`src/rtl/z_core_inst_encoder.sv`:
```
// z_core_inst_encoder: RV32I instruction encoder feeding a 2-entry valid/ready output FIFO.
//
// Turns an operation class, an ALU/branch op code, register indices and an immediate
// into a 32-bit RV32I word. Illegal requests encode as the NOP 0x00000013.
//
// Build option: define Z_CORE_ENC_CHECK_EN to enable immediate range checks and the
// out_err flag. Without it, immediates are truncated to their fields and out_err is 0.
//
// Ports:
//   clk, rstn          clock (rising edge), asynchronous active-low reset
//   in_valid/in_ready  request handshake; in_ready depends on FIFO occupancy only
//   in_kind            0 R, 1 I, 2 LW, 3 SW, 4 BRANCH, 5 JAL, 6 LUI, 7 AUIPC
//   in_inst_type       ALU op 0..9 or branch op 10..15
//   in_rd/rs1/rs2      register indices
//   in_imm             sign-extended immediate (full value for LUI/AUIPC)
//   out_valid/ready    FIFO head handshake
//   out_inst, out_err  head word and its illegal flag
module z_core_inst_encoder #(
    parameter int FIFO_DEPTH = 2
) (
    input  logic        clk,
    input  logic        rstn,
    input  logic        in_valid,
    output logic        in_ready,
    input  logic [2:0]  in_kind,
    input  logic [3:0]  in_inst_type,
    input  logic [4:0]  in_rd,
    input  logic [4:0]  in_rs1,
    input  logic [4:0]  in_rs2,
    input  logic [31:0] in_imm,
    output logic        out_valid,
    input  logic        out_ready,
    output logic [31:0] out_inst,
    output logic        out_err
);
    localparam logic [31:0] NOP = 32'h0000_0013;
    localparam logic [6:0] OP_R      = 7'b0110011;
    localparam logic [6:0] OP_I      = 7'b0010011;
    localparam logic [6:0] OP_LOAD   = 7'b0000011;
    localparam logic [6:0] OP_STORE  = 7'b0100011;
    localparam logic [6:0] OP_BRANCH = 7'b1100011;
    localparam logic [6:0] OP_JAL    = 7'b1101111;
    localparam logic [6:0] OP_LUI    = 7'b0110111;
    localparam logic [6:0] OP_AUIPC  = 7'b0010111;

    logic [2:0]  w_f3_alu;
    logic [2:0]  w_f3_br;
    logic [6:0]  w_f7;
    logic        w_shift;
    logic        w_ge10;
    logic [31:0] w_enc;
    logic        w_bad_combo;
    logic        w_illegal;
    logic        w_err;
    logic [31:0] w_word;
    logic        w_push;
    logic        w_pop;
    logic        w_unused;

    logic [31:0] r_mem_inst [2];
    logic        r_mem_err  [2];
    logic        r_wp;
    logic        r_rp;
    logic [1:0]  r_count;

    assign w_unused = in_imm[0];

    always_comb begin
        w_f3_alu = 3'b000;
        case (in_inst_type)
            4'd2:       w_f3_alu = 3'b001;
            4'd3:       w_f3_alu = 3'b010;
            4'd4:       w_f3_alu = 3'b011;
            4'd5:       w_f3_alu = 3'b100;
            4'd6, 4'd7: w_f3_alu = 3'b101;
            4'd8:       w_f3_alu = 3'b110;
            4'd9:       w_f3_alu = 3'b111;
            default:    w_f3_alu = 3'b000;
        endcase
    end

    // Branch codes 10..15 (1010..1111) map onto funct3 000,001,100,101,110,111 bitwise.
    assign w_f3_br = {in_inst_type[2], in_inst_type[2] & in_inst_type[1], in_inst_type[0]};
    assign w_f7    = (in_inst_type == 4'd1 || in_inst_type == 4'd7) ? 7'b0100000 : 7'b0000000;
    assign w_shift = (in_inst_type == 4'd2 || in_inst_type == 4'd6 || in_inst_type == 4'd7);
    assign w_ge10  = (in_inst_type >= 4'd10);

    always_comb begin
        w_enc       = NOP;
        w_bad_combo = 1'b0;
        case (in_kind)
            3'd0: begin
                w_enc       = {w_f7, in_rs2, in_rs1, w_f3_alu, in_rd, OP_R};
                w_bad_combo = w_ge10;
            end
            3'd1: begin
                w_enc       = w_shift ? {w_f7, in_imm[4:0], in_rs1, w_f3_alu, in_rd, OP_I}
                                      : {in_imm[11:0], in_rs1, w_f3_alu, in_rd, OP_I};
                w_bad_combo = w_ge10 || in_inst_type == 4'd1;
            end
            3'd2: w_enc = {in_imm[11:0], in_rs1, 3'b010, in_rd, OP_LOAD};
            3'd3: w_enc = {in_imm[11:5], in_rs2, in_rs1, 3'b010, in_imm[4:0], OP_STORE};
            3'd4: begin
                w_enc       = {in_imm[12], in_imm[10:5], in_rs2, in_rs1, w_f3_br,
                               in_imm[4:1], in_imm[11], OP_BRANCH};
                w_bad_combo = !w_ge10;
            end
            3'd5: w_enc = {in_imm[20], in_imm[10:1], in_imm[11], in_imm[19:12], in_rd, OP_JAL};
            3'd6: w_enc = {in_imm[31:12], in_rd, OP_LUI};
            default: w_enc = {in_imm[31:12], in_rd, OP_AUIPC};
        endcase
    end

`ifdef Z_CORE_ENC_CHECK_EN
    logic w_s12;
    logic w_s13;
    logic w_s21;
    logic w_bad_range;

    // An immediate fits in N signed bits when bits [31:N-1] are all equal.
    assign w_s12 = (&in_imm[31:11]) | ~(|in_imm[31:11]);
    assign w_s13 = (&in_imm[31:12]) | ~(|in_imm[31:12]);
    assign w_s21 = (&in_imm[31:20]) | ~(|in_imm[31:20]);

    always_comb begin
        w_bad_range = 1'b0;
        case (in_kind)
            3'd0:       w_bad_range = 1'b0;
            3'd1:       w_bad_range = w_shift ? (|in_imm[31:5]) : !w_s12;
            3'd2, 3'd3: w_bad_range = !w_s12;
            3'd4:       w_bad_range = !w_s13 || in_imm[0];
            3'd5:       w_bad_range = !w_s21 || in_imm[0];
            default:    w_bad_range = |in_imm[11:0];
        endcase
    end

    assign w_illegal = w_bad_combo | w_bad_range;
    assign w_err     = w_illegal;
`else
    assign w_illegal = w_bad_combo;
    assign w_err     = 1'b0;
`endif

    assign w_word    = w_illegal ? NOP : w_enc;
    assign in_ready  = (r_count != 2'd2);
    assign out_valid = (r_count != 2'd0);
    assign w_push    = in_valid & in_ready;
    assign w_pop     = out_valid & out_ready;

    // When empty, the slot behind the read pointer is the last word popped (or the reset
    // value), and a push into an empty FIFO writes at the read pointer, so it stays intact.
    assign out_inst = r_mem_inst[out_valid ? r_rp : ~r_rp];
    assign out_err  = r_mem_err[out_valid ? r_rp : ~r_rp];

    always_ff @(posedge clk or negedge rstn) begin
        if (!rstn) begin
            r_mem_inst[0] <= '0;
            r_mem_inst[1] <= '0;
            r_mem_err[0]  <= 1'b0;
            r_mem_err[1]  <= 1'b0;
            r_wp          <= 1'b0;
            r_rp          <= 1'b0;
            r_count       <= 2'd0;
        end else begin
            if (w_push) begin
                r_mem_inst[r_wp] <= w_word;
                r_mem_err[r_wp]  <= w_err;
                r_wp             <= ~r_wp;
            end
            if (w_pop) r_rp <= ~r_rp;
            r_count <= r_count + {1'b0, w_push} - {1'b0, w_pop};
        end
    end
endmodule

```
`config.mk`:
```
export PLATFORM = sky130hd
export DESIGN_NAME = z_core_inst_encoder
export DESIGN_NICKNAME = d
export VERILOG_FILES = /design/src/rtl/z_core_inst_encoder.sv
export SDC_FILE = /design/constraint.sdc
export NUM_CORES = 1
export LEC_CHECK = 0
export BUFFER_PORTS_ARGS = -buffer_cell sky130_fd_sc_hd__buf_2
export CORE_ASPECT_RATIO = 1.25
export CORE_MARGIN = 5
export CORE_UTILIZATION = 58
export CTS_CLUSTER_DIAMETER = 200
export DETAILED_ROUTE_END_ITERATION = 8
export PLACE_DENSITY_LB_ADDON = 0.1
export SETUP_SLACK_MARGIN = 0.15
export SYNTH_ARGS = -nofsm -noshare
export SYNTH_HDL_FRONTEND = slang
export SYNTH_SLANG_ARGS = --single-unit
```
`constraint.sdc`:
```
create_clock -name clk -period 4 [get_ports clk]
set_clock_uncertainty 0.05 [all_clocks]
set_input_delay 0.8 -clock clk [delete_from_list [all_inputs] [get_ports clk]]
set_output_delay 0.8 -clock clk [all_outputs]
set_load 0.01 [all_outputs]
```
==> reports/qor.csv <==
stage;metric;value;unit
outcome;status;finished, final reports clean;
place;IO buf count;92;
clock_tree;CTS tree;done;
clock_tree;Clk pin slew, worst setup/hold paths;0.08;ns
timing;RSZ-0062 raised after global routing;no;
place;DP Cell Count;566;
setup_path;r2r startpoint;r_count[1];
pwr;sequential power share;34.4;%
timing;final count of negative-setup-slack endpoints;0;
pwr;sw power;0.00128;W
yosys;synthesized area per cell;9.64;µm²
yosys;Async S/R FF share, synth;100;%
timing;Slew Limit Fails;0;
global_route;global-route wire length before repair;16500;µm
final_layout;layout cell share with drive strength beyond 1;32.5;%
timing;relative slew slack;42.0;%
final_layout;Layout Nets;551;
clock_tree;htree depth;3;
setup_path;CP Data Arrival Time;2.34;ns
clock_tree;CTS Buf Count;9;
detailed_routing;total detailed-routing wirelength;10000;µm
hold_path;Hold Crit Depth;1;
pwr;static leakage;2.17;nW
timing;Max Freq;313;MHz
hold_path;Worst Hold Endpoint;r_mem_inst[1];
yosys;Area contributors post-synth;dfrtp_1 (43%), mux2_2 (9.6%), nand2_1 (6.4%);
floorplan;# rows;33;
timing;final period utilization;79.8;%
hold_path;hold path startpoint;r_mem_inst[1];
timing;Period minus WS final;3.19;ns
floorplan;initial core utilization;60.2;%
clock_tree;Post-CTS Setup Bufs;0;
pwr;Pwr Total;0.00336;W
global_route;GR Util met3;6.63;%
yosys;most frequent cells after synthesis;dfrtp_1 (68), nand2_1 (68), o21ai_0 (41), mux2_2 (34), o31ai_1 (28);
final_layout;Area Overhead vs Synth;18.3;%
setup_path;R2R Setup Slk;2.05;ns
pwr;internal cell power;0.00208;W
timing;sum of negative setup slack;0;ns
setup_path;element type at the critical path start;flip-flop;
floorplan;Core ar.;6610;µm²
detailed_routing;# DRC;0;
clock_tree;Longest Clk Path Bufs;2;
timing;Tightest Pin Transition;0.869;ns
clock_tree;cts hold-fix bufs;0;
clock_tree;Root Buffer Master;clkbuf_8;
place;Final HPWL DP;7160;µm
yosys;sequential cell area fraction in the yosys report;42.8;%
setup_path;Worst R2R End;r_mem_inst[63];
global_route;largest net degree at the start of global routing;48;
final_layout;Fillers;528;
setup_path;crit path capture type;primary output;
global_route;initial antenna violation count;0;
pwr;VDD IR max;0.435;mV
global_route;busiest grt layer;met2;
yosys;Synth Instances;413;
hold_path;Worst Hold Class;reg2reg;
pwr;pwr/cell area;715;nW/µm²
detailed_routing;Via density;6.00;
yosys;Yosys top cell area share;42.8;%
detailed_routing;Antenna Violating Nets Remaining;0;
floorplan;Die X;84.1;µm
global_route;met2 Usage GRT;40.4;%
final_layout;fin util;71.3;%
final_layout;ant diodes;0;
pwr;sw frac;38.2;%
yosys;Main synth FF type;dfrtp_1;
place;dpl ws;1.19;ns
clock_tree;clk_lat worst skew;0.34;ns
yosys;Seq cells post-synth;68;
pwr;clock share of power;18.8;%
clock_tree;post_cts resized;0;
yosys;leading area contributor after synthesis;dfrtp_1;
timing;Final Hold Fails;0;
yosys;syn nets;474;
detailed_routing;Vias;3492;
detailed_routing;WL/cell;17.2;µm
detailed_routing;drt pass-1 iters;5;
place;routability congestion estimate;0.852;
global_route;met1 Usage GRT;28.7;%
yosys;post-synth cell types;47;
pwr;Gate power share;46.8;%
setup_path;critical path type;reg2out;
floorplan;# IOs;93;
global_route;gr usage total;23.8;%
yosys;Ys Warns;0;
final_layout;final cell count without fillers;582;
setup_path;Required @ worst endpoint;3.15;ns
setup_path;CP Max Fanout;26;
setup_path;R2R cell count;5;
final_layout;register area;1700;µm²
global_route;gr ovfl total;0;
timing;Final WS setup;0.808;ns
final_layout;Multi-input gate area;2140;µm²
job;MaxCap Viol Count;0;
floorplan;overall die height;103;µm
clock_tree;clock sinks;68;
floorplan;DIE AREA;8630;µm²
detailed_routing;drt initial violations;194;
global_route;number of global-route vias before repair;3433;
yosys;EDFF count, synth;0;
yosys;Mapped Area;3980;µm²
layer usage:
metal	vias to the layer above	part of all wire (%)
li1	1649	-
met1	1708	42
met2	113	49
met3	22	6.0
met4	0	2.5
met5	-	0
worst max path at each step:
stage | from | endpoint | slack (ns) | depth (start not counted)
final | r_count[1] | out_inst[26] | 0.81 | 5
after global routing | r_count[1] | out_inst[26] | 0.72 | 5
after floorplan | r_count[1] | out_inst[1] | 1.36 | 5
after global placement | r_count[1] | out_inst[26] | 1.23 | 5
after CTS | r_count[1] | out_inst[26] | 0.80 | 5
after detailed placement | r_count[1] | out_inst[26] | 1.19 | 5
logic make-up (layout without fill, tap and decap cells):
kind of cell / Yosys count / after routing / share of synthesized area (%)
mux: 50 / 50 / 13.6
simple gates: 128 / 128 / 15.8
compound gates: 117 / 117 / 20.8
flops: 68 / 68 / 42.8
xor+xnor: 8 / 8 / 1.76
fa+ha+maj: 3 / 3 / 0.943
buf+inv: 39 / 121 / 4.31
per-stage QoR:
| step | cell area, µm² | hold slack (ns) |
|---|---|---|
| after detailed placement | 4480 | 0.405 |
| after global routing | 4710 | 0.431 |
| after CTS | 4710 | 0.426 |
| after floorplan | 3980 | 0.378 |
| after global placement | 4480 | 0.396 |
| final | 4710 | 0.429 |
critical path: stages, from the launching register on:
cell and delay (ns):
dfrtp_1 0.41, or2_2 0.36, xor2_4 0.27, buf_4 0.41
mux2_2 0.39, buf_2 0.14
flip-flops by register name (all words and copies together) (netlist names):
signal      flops
r_count         2
r_mem_err       2
r_mem_inst     62
r_rp            1
r_wp            1
power by group through the flow:
stage / Clock, W / Combinational, W / Sequential [W]
6_report: 0.000632 / 0.00158 / 0.00116
5_1_grt: 0.000677 / 0.00174 / 0.00118
4_1_cts: 0.000639 / 0.00160 / 0.00115
3_5_place_dp: 0 / 0.00159 / 0.00116
3_3_place_gp: 0 / 0.00153 / 0.00116
2_1_floorplan: 0 / 0.00111 / 0.00109
final cells by class:
class,instances,share of cell area [%]
Clock inverter,6,1.83
Tap cell,87,2.31
Sequential cell,68,36.2
Multi-Input combinational cell,306,45.5
Clock buffer,10,2.92
Timing Repair Buffer,98,10.7
Inverter,7,0.558
cell usage in the layout (no fill, tap or decap), types with 5 or more instances in the layout:
master | Yosys | routed
buf_2 | 14 | 92
nand2_1 | 68 | 68
dfrtp_1 | 68 | 68
o21ai_0 | 41 | 41
mux2_2 | 34 | 34
o31ai_1 | 28 | 28
mux2i_1 | 16 | 16
nor2b_1 | 13 | 13
o311ai_0 | 10 | 10
clkbuf_8 | 0 | 10
nand2b_1 | 9 | 9
inv_1 | 6 | 6
nor3b_1 | 6 | 6
nor2_1 | 6 | 6
a221oi_1 | 6 | 6
buf_4 | 2 | 6
a21boi_0 | 5 | 5
o211ai_1 | 5 | 5
nor3_1 | 6 | 5
(Power assumes the default switching activity.)
